===== config.mk =====
export PLATFORM = sky130hd
export DESIGN_NAME = s10_acp_txn_limiter
export DESIGN_NICKNAME = d
export VERILOG_FILES = /design/src/rtl/s10_acp_txn_limiter.sv
export SDC_FILE = /design/constraint.sdc
export NUM_CORES = 1
export LEC_CHECK = 0
export BUFFER_PORTS_ARGS = -buffer_cell sky130_fd_sc_hd__buf_2
export CAP_MARGIN = 5
export CORE_AREA = 2 2 320 322
export DETAILED_ROUTE_END_ITERATION = 12
export DIE_AREA = 0 0 322 324
export PLACE_DENSITY = 0.3
export SYNTH_ARGS = -nofsm -noshare
export SYNTH_HDL_FRONTEND = slang
export SYNTH_SLANG_ARGS = --single-unit
export TNS_END_PERCENT = 5

===== constraint.sdc =====
create_clock -name clk -period 3.3 [get_ports clk]
set_input_delay 0.33 -clock clk [delete_from_list [all_inputs] [get_ports clk]]
set_output_delay 0.33 -clock clk [all_outputs]
set_load 0.005 [all_outputs]

===== src/rtl/s10_acp_txn_limiter.sv =====
// AXI4 128-bit pass-through limiter in front of the ACP bridge s0 port. It caps
// outstanding reads and writes, holds W until its AW is accepted, and supports a drain handshake.
module s10_acp_txn_limiter #(
  parameter int ADDR_WIDTH = 32,
  parameter int MAX_RD     = 8,
  parameter int MAX_WR     = 8,
  parameter int CNT_W      = 4
) (
  input  logic                  clk,
  input  logic                  reset_n,
  // upstream read address
  input  logic [ADDR_WIDTH-1:0] axs_s0_araddr,
  input  logic [1:0]            axs_s0_arburst,
  input  logic [3:0]            axs_s0_arcache,
  input  logic [3:0]            axs_s0_arid,
  input  logic [7:0]            axs_s0_arlen,
  input  logic                  axs_s0_arlock,
  input  logic [2:0]            axs_s0_arprot,
  input  logic [2:0]            axs_s0_arsize,
  input  logic                  axs_s0_arvalid,
  output logic                  axs_s0_arready,
  // upstream write address
  input  logic [ADDR_WIDTH-1:0] axs_s0_awaddr,
  input  logic [1:0]            axs_s0_awburst,
  input  logic [3:0]            axs_s0_awcache,
  input  logic [3:0]            axs_s0_awid,
  input  logic [7:0]            axs_s0_awlen,
  input  logic                  axs_s0_awlock,
  input  logic [2:0]            axs_s0_awprot,
  input  logic [2:0]            axs_s0_awsize,
  input  logic                  axs_s0_awvalid,
  output logic                  axs_s0_awready,
  // upstream write data / response / read data
  input  logic [127:0]          axs_s0_wdata,
  input  logic [15:0]           axs_s0_wstrb,
  input  logic                  axs_s0_wlast,
  input  logic                  axs_s0_wvalid,
  output logic                  axs_s0_wready,
  output logic [3:0]            axs_s0_bid,
  output logic [1:0]            axs_s0_bresp,
  output logic                  axs_s0_bvalid,
  input  logic                  axs_s0_bready,
  output logic [127:0]          axs_s0_rdata,
  output logic [3:0]            axs_s0_rid,
  output logic [1:0]            axs_s0_rresp,
  output logic                  axs_s0_rlast,
  output logic                  axs_s0_rvalid,
  input  logic                  axs_s0_rready,
  // downstream toward ACP bridge s0
  output logic [ADDR_WIDTH-1:0] axm_m0_araddr,
  output logic [1:0]            axm_m0_arburst,
  output logic [3:0]            axm_m0_arcache,
  output logic [3:0]            axm_m0_arid,
  output logic [7:0]            axm_m0_arlen,
  output logic                  axm_m0_arlock,
  output logic [2:0]            axm_m0_arprot,
  output logic [2:0]            axm_m0_arsize,
  output logic                  axm_m0_arvalid,
  input  logic                  axm_m0_arready,
  output logic [ADDR_WIDTH-1:0] axm_m0_awaddr,
  output logic [1:0]            axm_m0_awburst,
  output logic [3:0]            axm_m0_awcache,
  output logic [3:0]            axm_m0_awid,
  output logic [7:0]            axm_m0_awlen,
  output logic                  axm_m0_awlock,
  output logic [2:0]            axm_m0_awprot,
  output logic [2:0]            axm_m0_awsize,
  output logic                  axm_m0_awvalid,
  input  logic                  axm_m0_awready,
  output logic [127:0]          axm_m0_wdata,
  output logic [15:0]           axm_m0_wstrb,
  output logic                  axm_m0_wlast,
  output logic                  axm_m0_wvalid,
  input  logic                  axm_m0_wready,
  input  logic [3:0]            axm_m0_bid,
  input  logic [1:0]            axm_m0_bresp,
  input  logic                  axm_m0_bvalid,
  output logic                  axm_m0_bready,
  input  logic [127:0]          axm_m0_rdata,
  input  logic [3:0]            axm_m0_rid,
  input  logic [1:0]            axm_m0_rresp,
  input  logic                  axm_m0_rlast,
  input  logic                  axm_m0_rvalid,
  output logic                  axm_m0_rready,
  // drain / status
  input  logic                  drain_req,
  output logic                  drain_done,
  output logic [CNT_W-1:0]      rd_outstanding,
  output logic [CNT_W-1:0]      wr_outstanding,
  output logic                  err_underflow
);

  localparam logic [CNT_W-1:0] MAX_RD_C = CNT_W'(MAX_RD);
  localparam logic [CNT_W-1:0] MAX_WR_C = CNT_W'(MAX_WR);

  logic [CNT_W-1:0] rd_cnt_q, rd_cnt_d;
  logic [CNT_W-1:0] wr_cnt_q, wr_cnt_d;
  logic [CNT_W-1:0] wpend_q, wpend_d;
  logic             err_q, err_d;
  logic             drain_done_q, drain_done_d;

  logic ar_ok, aw_ok, w_ok;
  logic ar_hs, aw_hs, w_last_hs, r_last_hs, b_hs;

  // Payload is wired straight through; only valid/ready are gated.
  assign axm_m0_araddr  = axs_s0_araddr;
  assign axm_m0_arburst = axs_s0_arburst;
  assign axm_m0_arcache = axs_s0_arcache;
  assign axm_m0_arid    = axs_s0_arid;
  assign axm_m0_arlen   = axs_s0_arlen;
  assign axm_m0_arlock  = axs_s0_arlock;
  assign axm_m0_arprot  = axs_s0_arprot;
  assign axm_m0_arsize  = axs_s0_arsize;
  assign axm_m0_awaddr  = axs_s0_awaddr;
  assign axm_m0_awburst = axs_s0_awburst;
  assign axm_m0_awcache = axs_s0_awcache;
  assign axm_m0_awid    = axs_s0_awid;
  assign axm_m0_awlen   = axs_s0_awlen;
  assign axm_m0_awlock  = axs_s0_awlock;
  assign axm_m0_awprot  = axs_s0_awprot;
  assign axm_m0_awsize  = axs_s0_awsize;
  assign axm_m0_wdata   = axs_s0_wdata;
  assign axm_m0_wstrb   = axs_s0_wstrb;
  assign axm_m0_wlast   = axs_s0_wlast;
  assign axs_s0_bid     = axm_m0_bid;
  assign axs_s0_bresp   = axm_m0_bresp;
  assign axs_s0_bvalid  = axm_m0_bvalid;
  assign axm_m0_bready  = axs_s0_bready;
  assign axs_s0_rdata   = axm_m0_rdata;
  assign axs_s0_rid     = axm_m0_rid;
  assign axs_s0_rresp   = axm_m0_rresp;
  assign axs_s0_rlast   = axm_m0_rlast;
  assign axs_s0_rvalid  = axm_m0_rvalid;
  assign axm_m0_rready  = axs_s0_rready;

  // Gates look only at registered counts, so a W beat never bypasses its own AW.
  assign ar_ok = reset_n & ~drain_req & (rd_cnt_q < MAX_RD_C);
  assign aw_ok = reset_n & ~drain_req & (wr_cnt_q < MAX_WR_C);
  assign w_ok  = reset_n & (wpend_q != '0);

  assign axm_m0_arvalid = axs_s0_arvalid & ar_ok;
  assign axs_s0_arready = axm_m0_arready & ar_ok;
  assign axm_m0_awvalid = axs_s0_awvalid & aw_ok;
  assign axs_s0_awready = axm_m0_awready & aw_ok;
  assign axm_m0_wvalid  = axs_s0_wvalid  & w_ok;
  assign axs_s0_wready  = axm_m0_wready  & w_ok;

  assign ar_hs     = axm_m0_arvalid & axm_m0_arready;
  assign aw_hs     = axm_m0_awvalid & axm_m0_awready;
  assign w_last_hs = axm_m0_wvalid  & axm_m0_wready & axs_s0_wlast;
  assign r_last_hs = axm_m0_rvalid  & axs_s0_rready & axm_m0_rlast;
  assign b_hs      = axm_m0_bvalid  & axs_s0_bready;

  function automatic logic [CNT_W-1:0] cnt_step(input logic [CNT_W-1:0] cnt,
                                                 input logic inc, input logic dec,
                                                 input logic [CNT_W-1:0] max);
    cnt_step = cnt;
    if (inc && !dec && cnt != max)       cnt_step = cnt + 1'b1;
    else if (dec && !inc && cnt != '0)   cnt_step = cnt - 1'b1;
  endfunction

  // NOTE: every always_comb output is assigned on all paths so no latch is inferred.
  always_comb begin
    rd_cnt_d     = cnt_step(rd_cnt_q, ar_hs, r_last_hs, MAX_RD_C);
    wr_cnt_d     = cnt_step(wr_cnt_q, aw_hs, b_hs, MAX_WR_C);
    wpend_d      = cnt_step(wpend_q, aw_hs, w_last_hs, MAX_WR_C);
    err_d        = err_q
                 | (r_last_hs & (rd_cnt_q == '0))
                 | (b_hs      & (wr_cnt_q == '0))
                 | (w_last_hs & (wpend_q  == '0));
    drain_done_d = drain_req & (rd_cnt_q == '0) & (wr_cnt_q == '0) & (wpend_q == '0);
  end

  // NOTE: sequential state uses non-blocking assignments so all registers update together.
  always_ff @(posedge clk) begin
    if (!reset_n) begin
      rd_cnt_q     <= '0;
      wr_cnt_q     <= '0;
      wpend_q      <= '0;
      err_q        <= 1'b0;
      drain_done_q <= 1'b0;
    end else begin
      rd_cnt_q     <= rd_cnt_d;
      wr_cnt_q     <= wr_cnt_d;
      wpend_q      <= wpend_d;
      err_q        <= err_d;
      drain_done_q <= drain_done_d;
    end
  end

  assign drain_done     = drain_done_q;
  assign rd_outstanding = rd_cnt_q;
  assign wr_outstanding = wr_cnt_q;
  assign err_underflow  = err_q;

endmodule


* Word-level counts from Yosys, hierarchy flattened *
Cells that the tools add are included.

word-level totals
  latch bits = 0
  word-level logic and storage cells = 75
  memories kept = 0
  flip-flop bits (word level) = 14
  output and inout bits = 420
  bits in writable memories = 0
  bits in read-only memories = 0

cells by class
  equal/unequal tests = 3
  bitwise operators = 27
  div/mod/pow operators = 0
  multiply operators = 0
  reductions and logical operators = 26
  magnitude comparators = 2
  add/subtract/negate cells = 6
  shifts and indexed selects = 0
  multiplexer cells = 6

operator list
  kind                   count
  $mux W4                6
  $and A1 B1 Y1          23
  $add A4 B1 Y4 const B  3
  $logic_and A1 B1 Y1    12
  $logic_not A4 Y1       3
  $ne A4 B4 Y1 const B   3
  $reduce_bool A4 Y1     3
  $sub A4 B1 Y4 const B  3
  $lt A4 B4 Y1 const B   2
  $reduce_bool A2 Y1     3
  $logic_not A1 Y1       5
  $or A1 B1 Y1           3
  $not A1 Y1             1

* Depth between registers and ports, before layout *
  word-level depth = 10
  gate-level depth with buffers = 10
  depth with buffers taken out = 8

* Worst setup path after synthesis *
No wires, ideal clock.

  path type = register to register
  from = register wpend_q[0]
  to = register wpend_q[3]
  data required time = 3.238 ns
  stages on the path, launching flop included = 10
  period minus slack after synthesis = 2.424 ns
  setup time = 0.062 ns
  arrival time = 2.362 ns
  setup slack = 0.876 ns
  buffers on the path = 1
  cells stage by stage = dfxtp_1 -> or4_4 -> buf_6 -> o21ai_1 -> nand3_1 -> ha_1 -> a21o_2 -> a21o_1 -> o311a_1 -> nand3_1

between the ends
  longest elaborated chain between the ends = 9

ends and longest elaborated chain
  element                                        RTL line  source
  start, declared                                98        logic [CNT_W-1:0] wpend_q, wpend_d;
  start signal, assigned                         185       wpend_q <= wpend_d;
  $reduce_bool A4 Y1                             139, 159
  $and A1 B1 Y1                                  139       assign w_ok = reset_n & (wpend_q != '0);
  $and A1 B1 Y1                                  145       assign axm_m0_wvalid = axs_s0_wvalid & w_ok;
  $and A1 B1 Y1 (2 in series)                    150       assign w_last_hs = axm_m0_wvalid & axm_m0_wready & axs_s0_wlast;
  $logic_not A1 Y1                               158       if (inc && !dec && cnt != max) cnt_step = cnt + 1'b1;
  $logic_and A1 B1 Y1 (2 in series)              158
  $mux W4 or $reduce_bool A2 Y1 (tied branches)  n/a

Parallel ways exist; a longest one is shown, timed or not. The select of a mux whose other input is x is not followed.
A chain may end at the register's enable or synchronous reset.

* Worst setup path in the final report *
Ends and elaborated chain as after synthesis.

==> summary.md <==
| Metric | Value |
|---|---|
| Syn Inst Count | `533` |
| First-pass GRT wire length | `22960 µm` |
| Io pins | `833` |
| H-tree depth | `1` |
| CP Capture Type | `flip-flop` |
| Final period util | `0.7998` |
| Die Wd | `322 µm` |
| Yosys top cell by area | `buf_4` |
| Critical path cell sequence | `or4_4, o21ai_1, nand3_1, ha_1, a21o_2, a2111oi_0, a32oi_1, nand3_1` |
| Area contributors post-synth | `buf_4 (73%), dfxtp_1 (6.7%), ha_1 (1.8%)` |
| Drt first pass iters | `4` |
| Critical Path Slowest Stage Cell | `or4_4` |
| GRT Total Usage | `0.03410` |
| Commonest non-fill, non-tap cell in the layout | `buf_2` |
| Crit start category | `flip-flop` |
| Status | `finished clean` |
| Mapped cell area | `roughly 4200 µm²` |
| Initial core utilization | `0.04116` |
| CTS tree | `yes` |
| Syn nets | `955` |
| Setup violators final | `0` |
| Top cell by count, worst path | `nand3_1` |
| Critical path's top delay family | `compound AO/OA/AOI/OAI gates` |
| Fmax achieved | `378.9 MHz` |
| Syn. warnings | `0` |
| RSZ-0062 raised after global routing | `no` |
| Final worst slack | `between 0.6 and 0.7 ns` |
| Most frequent cells in the layout | `buf_2 (36), dfxtp_1 (14), nand2_1 (10)` |
| Worst endpoint required time | `about 3.5 ns` |
| Top FF cell, synth | `dfxtp_1` |
| Proportion of layout cells with a drive suffix above 1 | `0.3393` |
| Kind of critical path | `reg -> reg` |
| Height of the die | `324 µm` |
| Post-synth EDFFs | `0` |
| Buffers & Inverters on Critical Path | `0` |
| Vias in the first global route | `2003` |
| Max Cap Viol | `0` |
| Final hold vios | `0` |
| Power per Cell Area | `220.9 nW/µm²` |
| Asr flop ratio synth | `0` |
| DRC errors left | `0` |
| CTS max path bufs | `2` |
| Area share of the largest cell type after synthesis | `0.7295` |
| Initial drt markers | `72` |
| # Post-CTS Setup Buffers | `0` |
| Total gr overflow | `0` |
| PostCTS Resize Cnt | `0` |
| CTS Buf Count | `3` |
| Skew-Pair Late Insertion Delay | `0.25 ns` |
| Final Routed Wirelength | `19220 µm` |
| Antenna violations before repair | `3` |
| Row count | `117` |
| Root Driver | `clkbuf_16` |
| Via count | `1915` |
| Setup Skew | `0.002512 ns` |
| Routed len/inst | `12.99 µm` |
| Post-synth cell types | `49` |
| DR vias/cell | `between 1 and 1.5` |
| Synth-to-Final Area Change | `-26.54%` |
| Port bufs | `36` |
| Setup TNS | `0 ns` |
| Post-layout min period | `2.639 ns` |
| CP Max Fanout | `10` |
| CORE AREA | `101000 µm²` |
| Slew HR | `0.5701` |
| Max-slew violations | `0` |
| Die ar. | `between 100000 and 150000 µm²` |
| Worst EP arrival | `between 2 and 3 ns` |
| Seq/Total Area, Yosys | `0.06741` |
| Post-DP HPWL | `16810 µm` |
| Reg clk slew, reported paths | `0.05 ns` |
| Worst Max-Slew Pin Slew | `0.6400 ns` |
| Largest net degree at the start of global routing | `17` |
| Nets | `591` |
| Antenna Nets Post-Route | `0` |
| Clock sinks | `14` |
| Hold Path Class | `in -> reg` |
| Hold_sp | `drain_req` |
| FF-to-FF Start | `wpend_q[0]$_SDFFE_PN0P_` |
| Leak pwr | `0.0006912 µW` |
| Mean Syn Cell Area | `7.801 µm²` |
| Setup crit start | `wpend_q[0]$_SDFFE_PN0P_` |
| Hold_buf cts | `0` |
| Pre-CTS WS | `0.6815 ns` |
| Largest stage delay on the critical path | `0.63 ns` |
| Worst VDD drop | `between 0.0001 and 0.00015 V` |
| Final GP Congestion | `0.6232` |
| Register bit total from synthesis | `14` |
==> routing by layer <==
layer / up-vias / wire [µm] / global-route usage
met4: 4 / 2259 / 0.03603
met5: - / 77 / 0.004630
met1: 770 / 5952 / 0.03227
li1: 584 / - / -
met3: 160 / 4526 / 0.03346
met2: 397 / 6400 / 0.03908
==> Yosys cell counts, drive strengths merged, types with 4 or more instances <==
cell type,instances
mux2i,4
o21ai,6
nand3,4
dfxtp,14
buf,407
nand2,10
a21o,4
nor3,6
inv,6
a21oi,7
and3,4
ha,6
==> state kept, by name, indices dropped and copies added (netlist names) <==
name            cells
drain_done          1
rd_outstanding      4
wr_outstanding      4
wpend_q             4
err_underflow       1
==> cell families after synthesis <==
group	Yosys count	share of synthesized area
XOR/XNOR	3	0.006321
AND/OR/NAND/NOR	47	0.06801
adder cells (fa/ha/maj)	9	0.03250
AO/OA/AOI/OAI	40	0.07343
flip-flops	14	0.06741
multiplexers	4	0.009630
buffers and inverters	416	0.7427
==> through the flow <==
step	hold slack, ns	area [µm²]	total power, µW	instances	util
finish	0.3697	3054	674.7	1479	0.03024
global route	0.3836	3052	725.9	1478	0.03021
CTS	0.3658	3049	696.8	1477	0.03019
detailed placement	0.4759	2960	425.8	1473	0.02931
global placement	0.4674	2960	426.6	1473	0.02931
floorplan	0.4585	4158	726.5	533	-
==> final timing paths <==
| check | to | slack (ns) | cells after the start |
|---|---|---|---|
| max | wpend_q[3]$_SDFFE_PN0P_ | 0.66 | 8 |
| min | drain_done$_SDFF_PN0_ | 0.37 | 3 |
| max reg2reg | wpend_q[3]$_SDFFE_PN0P_ | 0.66 | 8 |
| min reg2reg | err_underflow$_SDFF_PN0_ | 0.48 | 2 |
==> worst register-to-register path, stage by stage, from the launching register on <==
cell and delay [ns]:
dfxtp_1 0.36, or4_4 0.63, o21ai_1 0.19, nand3_1 0.19, ha_1 0.31, a21o_2 0.23, a2111oi_0 0.47, a32oi_1 0.10
nand3_1 0.10
==> power by group <==
group	internal, µW	switching [µW]	total (µW)
registers	185	21.2	206
clock network	184	77.9	262
logic	87.9	119	206
==> area by class of cell <==
cell class              instances  area (µm²)
well taps                    1309        1638
repair buffers                 41       217.7
fillers                     12068       97960
multi-input cells             103       802.0
inverters                       6       22.52
clock buffers                   4       88.84
flip-flops and latches         14       280.3
diodes                          2       5.005
Note: power is estimated with default switching activity, not from simulation.
